### src/rtl/tpu_pkg.sv
`default_nettype none
// ============================================================================
// Module      : tpu_pkg
// Description : Shared widths, counter sizing and FSM state encoding for the
//               weight-stationary systolic array.
// Revision    : 1.0 - initial release
// ============================================================================
package tpu_pkg;

  // Default operand and accumulator widths
  localparam int unsigned DATA_W_DEF = 8;
  localparam int unsigned ACC_W_DEF  = 17;

  // RUN phase cycle counter: counts 0..3
  localparam int unsigned      CNT_W    = 2;
  localparam logic [CNT_W-1:0] CNT_LAST = 2'd3;

  // Sequencer states
  typedef enum logic [0:0] {
    IDLE = 1'b0,
    RUN  = 1'b1
  } state_e;

endpackage : tpu_pkg
`default_nettype wire

### src/rtl/processing_element.sv
`default_nettype none
// ============================================================================
// Module      : processing_element
// Description : One weight-stationary MAC cell. Holds a weight, forwards the
//               activation one cycle later and adds act*w to the incoming
//               partial sum.
// Revision    : 1.0 - initial release
// ============================================================================
module processing_element
  import tpu_pkg::*;
#(
  parameter int unsigned DATA_W = DATA_W_DEF,
  parameter int unsigned ACC_W  = ACC_W_DEF
) (
  input  logic              clk,
  input  logic              reset,
  input  logic              w_load,
  input  logic [DATA_W-1:0] w_in,
  input  logic [DATA_W-1:0] act_in,
  output logic [DATA_W-1:0] act_out,
  input  logic [ACC_W-1:0]  psum_in,
  output logic [ACC_W-1:0]  psum_out
);

  logic [DATA_W-1:0]   w_q;
  logic [DATA_W-1:0]   act_q;
  logic [ACC_W-1:0]    psum_q;
  logic [ACC_W-1:0]    psum_d;
  logic [2*DATA_W-1:0] prod_d;

  // Unsigned product zero-extended into the accumulator width
  always_comb begin
    prod_d = {{DATA_W{1'b0}}, act_in} * {{DATA_W{1'b0}}, w_q};
    psum_d = psum_in + {{(ACC_W-2*DATA_W){1'b0}}, prod_d};
  end

  // Weight register plus activation/partial-sum pipeline registers
  always_ff @(posedge clk) begin
    if (!reset) begin
      w_q    <= '0;
      act_q  <= '0;
      psum_q <= '0;
    end else begin
      if (w_load) begin
        w_q <= w_in;
      end
      act_q  <= act_in;
      psum_q <= psum_d;
    end
  end

  assign act_out  = act_q;
  assign psum_out = psum_q;

endmodule : processing_element
`default_nettype wire

### src/rtl/systolic_array.sv
`default_nettype none
// ============================================================================
// Module      : systolic_array
// Description : 2x2 weight-stationary systolic array. Skewed activations flow
//               right, partial sums flow down; column 0 is delayed one cycle
//               so each result row leaves aligned, with valid/row/done flags.
// Revision    : 1.0 - initial release
// ============================================================================
module systolic_array
  import tpu_pkg::*;
#(
  parameter int unsigned DATA_W = DATA_W_DEF,
  parameter int unsigned ACC_W  = ACC_W_DEF
) (
  input  logic              clk,
  input  logic              reset,
  input  logic              load_w,
  input  logic [DATA_W-1:0] w00,
  input  logic [DATA_W-1:0] w01,
  input  logic [DATA_W-1:0] w10,
  input  logic [DATA_W-1:0] w11,
  input  logic              start,
  input  logic [DATA_W-1:0] a_in1,
  input  logic [DATA_W-1:0] a_in2,
  output logic [ACC_W-1:0]  c_out0,
  output logic [ACC_W-1:0]  c_out1,
  output logic              out_row,
  output logic              out_valid,
  output logic              busy,
  output logic              done
);

  state_e           state_q, state_d;
  logic [CNT_W-1:0] cnt_q, cnt_d;
  logic             gate_en;
  logic             w_load_en;

  logic [DATA_W-1:0] act_row0_in, act_row1_in;
  logic [DATA_W-1:0] act00_out, act10_out;
  // East edge of the array: nothing consumes these activations
  logic [DATA_W-1:0] act01_unused, act11_unused;
  logic [ACC_W-1:0]  psum00, psum01, psum10, psum11;

  logic [ACC_W-1:0] deskew_q;
  logic [ACC_W-1:0] c_out0_q, c_out0_d;
  logic [ACC_W-1:0] c_out1_q, c_out1_d;
  logic             out_valid_q, out_valid_d;
  logic             out_row_q, out_row_d;
  logic             done_q, done_d;
  logic             busy_q, busy_d;
  logic             first_row, last_row;

  // Sequencer state and cycle counter
  always_ff @(posedge clk) begin
    if (!reset) begin
      state_q <= IDLE;
      cnt_q   <= '0;
    end else begin
      state_q <= state_d;
      cnt_q   <= cnt_d;
    end
  end

  // Next-state logic; a weight load in IDLE takes priority over start
  always_comb begin
    state_d   = state_q;
    cnt_d     = cnt_q;
    gate_en   = 1'b0;
    w_load_en = 1'b0;
    case (state_q)
      IDLE: begin
        if (load_w) begin
          w_load_en = 1'b1;
        end else if (start) begin
          gate_en = 1'b1;
          state_d = RUN;
          cnt_d   = '0;
        end
      end
      RUN: begin
        gate_en = 1'b1;
        if (cnt_q == CNT_LAST) begin
          state_d = IDLE;
          cnt_d   = '0;
        end else begin
          cnt_d = cnt_q + 1'b1;
        end
      end
      default: begin
        state_d = IDLE;
        cnt_d   = '0;
      end
    endcase
  end

  assign act_row0_in = gate_en ? a_in1 : '0;
  assign act_row1_in = gate_en ? a_in2 : '0;

  processing_element #(.DATA_W(DATA_W), .ACC_W(ACC_W)) u_pe00 (
    .clk(clk), .reset(reset), .w_load(w_load_en), .w_in(w00),
    .act_in(act_row0_in), .act_out(act00_out),
    .psum_in({ACC_W{1'b0}}), .psum_out(psum00)
  );

  processing_element #(.DATA_W(DATA_W), .ACC_W(ACC_W)) u_pe01 (
    .clk(clk), .reset(reset), .w_load(w_load_en), .w_in(w01),
    .act_in(act00_out), .act_out(act01_unused),
    .psum_in({ACC_W{1'b0}}), .psum_out(psum01)
  );

  processing_element #(.DATA_W(DATA_W), .ACC_W(ACC_W)) u_pe10 (
    .clk(clk), .reset(reset), .w_load(w_load_en), .w_in(w10),
    .act_in(act_row1_in), .act_out(act10_out),
    .psum_in(psum00), .psum_out(psum10)
  );

  processing_element #(.DATA_W(DATA_W), .ACC_W(ACC_W)) u_pe11 (
    .clk(clk), .reset(reset), .w_load(w_load_en), .w_in(w11),
    .act_in(act10_out), .act_out(act11_unused),
    .psum_in(psum01), .psum_out(psum11)
  );

  // Row 0 lands in the output registers at cnt=2, row 1 at cnt=3
  always_comb begin
    first_row   = (state_q == RUN) && (cnt_q == CNT_LAST - 1'b1);
    last_row    = (state_q == RUN) && (cnt_q == CNT_LAST);
    out_valid_d = first_row || last_row;
    out_row_d   = last_row;
    done_d      = last_row;
    busy_d      = (state_d == RUN) || done_d;
    c_out0_d    = out_valid_d ? deskew_q : c_out0_q;
    c_out1_d    = out_valid_d ? psum11   : c_out1_q;
  end

  // Column-0 de-skew register and the result/handshake output registers
  always_ff @(posedge clk) begin
    if (!reset) begin
      deskew_q    <= '0;
      c_out0_q    <= '0;
      c_out1_q    <= '0;
      out_valid_q <= 1'b0;
      out_row_q   <= 1'b0;
      done_q      <= 1'b0;
      busy_q      <= 1'b0;
    end else begin
      deskew_q    <= psum10;
      c_out0_q    <= c_out0_d;
      c_out1_q    <= c_out1_d;
      out_valid_q <= out_valid_d;
      out_row_q   <= out_row_d;
      done_q      <= done_d;
      busy_q      <= busy_d;
    end
  end

  assign c_out0    = c_out0_q;
  assign c_out1    = c_out1_q;
  assign out_valid = out_valid_q;
  assign out_row   = out_row_q;
  assign done      = done_q;
  assign busy      = busy_q;

endmodule : systolic_array
`default_nettype wire

### config.mk
export PLATFORM = sky130hd
export DESIGN_NAME = systolic_array
export DESIGN_NICKNAME = d
export VERILOG_FILES = /design/src/rtl/tpu_pkg.sv /design/src/rtl/processing_element.sv /design/src/rtl/systolic_array.sv
export SDC_FILE = /design/constraint.sdc
export NUM_CORES = 1
export LEC_CHECK = 0
export CAP_MARGIN = 25
export CORE_UTILIZATION = 65
export CTS_CLUSTER_DIAMETER = 80
export DETAILED_ROUTE_END_ITERATION = 16
export GPL_TIMING_DRIVEN = 0
export PLACE_DENSITY = 0.88
export REMOVE_ABC_BUFFERS = 1
export SLEW_MARGIN = 20
export SYNTH_ARGS = -nofsm -noshare
export SYNTH_HDL_FRONTEND = slang
export SYNTH_HIERARCHICAL = 1
export SYNTH_SLANG_ARGS = --single-unit
### constraint.sdc
create_clock -name clk -period 8.9 [get_ports clk]
set_input_delay 1.78 -clock clk [delete_from_list [all_inputs] [get_ports clk]]
set_output_delay 1.78 -clock clk [all_outputs]
set_load 0.005 [all_outputs]
==> key figures <==
Min path
  • Worst hold path cell count: 1
  • Worst Hold Class: register to register

Final layout
  • Area of the multi-input gates: around 11,000 um2
  • Fill cells: 1,665
  • Net count, final: 2,260
  • Most used cells in the layout excluding fill and tap cells: inv_1, nand2_1, fa_1
  • Most frequent standard cell in the layout excluding fill and tap cells: inv_1
  • Area of all sequential standard cells: 3463 um2
  • Antenna Cells: 0
  • Layout Area Growth over Synthesis: 11.38%
  • Fin util: between 70% and 80%
  • Layout cells sized above 1: 5.788%

Critical path
  • Critical path endpoint category: register
  • WP data required: around 9.2 ns
  • Worst endpoint data arrival time: between 7 and 8 ns
  • Most frequent cell on the critical path: fa_1
  • Number of buffer and inverter stages on the critical path: 2
  • Max FO, Critical Path: 18
  • Cell type group with the largest total delay on the critical path: adder cells
  • FF-to-FF path depth: 14
  • Cell chain of the critical path: clkdlybuf4s50_1 -> nor2b_4 -> nor2_8 -> nor2b_1 -> nand2_1 -> fa_1 -> fa_1 -> inv_1 -> fa_1 -> fa_1 -> ha_1 -> and2_4 -> a221oi_4 -> a21oi_1 -> o31ai_1 -> nor3b_1
  • Nature of the critical path startpoint: primary input
  • Crit. path cell count: 16
  • Crit-path slowest cell: nor2b_1
  • Crit path kind: primary input to register
  • Worst stage delay on the critical path: 0.67 ns

Power and ir drop
  • Power share of the sequential group: 39.6%
  • Net switching fraction of the power: between 30% and 40%
  • Net load switching power: 774.9 uW
  • Power per cell area: between 100 and 150 nW/um2
  • Internal Pwr Total: 1469 uW
  • Share of total power in combinational logic: between 20% and 30%
  • Total design power: around 2200 uW
  • Clk pwr share: approximately 33%
  • Worst VDD drop: 0.1263 mV
  • Lkg Pwr: 0.008843 uW

Clock network
  • Post-CTS sizing: 0
  • Cts bufs inserted: 17
  • Post-CTS Repair Setup Buffers: 0
  • Root Buffer Master: clkbuf_16
  • Clock transition at the registers of the reported paths: 0.07 ns
  • Clock tree from TritonCTS: built
  • Number of H-tree branching levels: 4
  • Later-pin clock latency in the skew report: between 0.4 and 0.5 ns
  • Hold Buf Count CTS: 0
  • Number of sinks on the clock net: 173
  • Buffers from clock root to sink, at most: 2

STA
  • Max-slew headroom at the worst pin: 47.26%
  • Setup clock skew after layout: 0.01174 ns
  • Pin slew with the least headroom to its limit: slightly below 0.8 ns
  • Crit path time final: 6.771 ns
  • Setup violators final: 0
  • Setup repair after global routing missed its margin: false
  • Setup TNS: 0 ns
  • Count of pins over their slew limit: 0
  • Peak Freq: about 150 MHz
  • Post-route worst setup slack: 2.129 ns
  • Hold violation total from the final report: 0
  • Final clock period utilization by the worst path: 76.07%

Floorplan
  • Die outline width: ~160 um
  • Number of placement rows: 57
  • Floorplan core area: 24,320 um2
  • Die Y-Extent: 159.5 um
  • Area enclosed by the die boundary: 25,430 um2
  • Initial Util: about two thirds
  • Number of top-level pins: 90

Global routing
  • Total routing resource utilization after global routing: between 20% and 30%
  • Wire length of the first global-routing pass: 58,230 um
  • Maximum number of pins on one net before global-route repair: 114
  • Total gr overflow: 0
  • Antenna violations before repair: 0
  • Number of global-route vias before repair: ~13,000

Flow run
  • Max Cap Viol: 0

Detailed routing
  • DRC violations left: 0
  • Remaining number of nets flagged by the antenna check after routing: 0
  • Detailed-routing iteration count for the pre-antenna-repair pass: 5
  • Detailed Route Iter0 Violations: 692
  • Total wirelength of the detailed-routed design: 33,400 um
  • Average routed wire per standard cell: 15.25 um
  • Routed via count divided by cell count: about 5.5
  • Count of vias placed by the detailed router: 11,954

Placement
  • Final Wtd Congestion: ~0.85
  • Placed wire-length estimate after detailed placement: 25,060 um
  • Post-Place Worst Slack: 1.723 ns
  • Count of buffers inserted at the top-level ports: 89

Logic synthesis
  • Count of mapped cells out of synthesis: around 1,800
  • Avg Synthesized Cell Area: just over 9 um2
  • Warnings from Yosys: 6
  • Cell area after synthesis: 16,120 um2

Status
  • Status: finished clean
[flip-flops by register name, indices dropped and copies added (netlist names), 17 cells and up]
| register | flops |
|---|---|
| u_pe01/psum_out | 17 |
| deskew_q | 17 |
| u_pe11/psum_out | 17 |
| u_pe00/psum_out | 17 |
| u_pe10/psum_out | 17 |
| c_out0 | 17 |
| c_out1 | 17 |
[power groups by stage]
stage               Clock, uW  Sequential [uW]  Combinational, uW
floorplan                   0              884                447
finish                    739              888                617
CTS                       750              888                612
global placement            0              901                571
global route              779              896                696
detailed placement          0              904                602
[per-layer routing]
layer	vias up	wire length (um)	global-route usage, %
met5	-	0	0
met4	0	1572	15.69
met3	115	1334	3.803
met2	353	17310	51.33
met1	5863	13190	31.81
li1	5623	-	-
[area by class of cell]
class | count | area share, %
clock buffer | 17 | 2.370
clock inverter | 15 | 0.8224
inverter | 354 | 7.402
multi-input combinational | 1213 | 62.12
sequential | 173 | 19.29
tap | 324 | 2.258
timing repair buffer | 94 | 5.736
[worst register-to-register path: stages, from the launching register on]
cell and delay [ns]:
dfxtp_1 0.66, nor2_8 0.18, nor2b_1 0.68, nand2_1 0.18, fa_1 0.51, fa_1 0.55
inv_1 0.06, fa_1 0.54, fa_1 0.50, ha_1 0.38, and2_4 0.20, a221oi_4 0.29
a21oi_1 0.16, o31ai_1 0.25, nor3b_1 0.22
[path summary, 6_finish.rpt]
path         slack (ns)               start                  end
max                2.13               start  u_pe00/psum_out[16]
min                0.44  u_pe10/psum_out[8]          deskew_q[8]
max reg2reg        3.44             state_q  u_pe00/psum_out[16]
min reg2reg        0.44  u_pe10/psum_out[8]          deskew_q[8]
[per-stage QoR]
stage / hold slack [ns] / cells / area (um2)
after global routing: 0.4499 / 2190 / 17950
after floorplan: 0.4118 / 1740 / 15940
after global placement: 0.4187 / 2153 / 17230
after CTS: 0.4352 / 2190 / 17950
after detailed placement: 0.4234 / 2158 / 17380
final: 0.4364 / 2190 / 17950
Note: power is estimated with default switching activity, not from simulation.
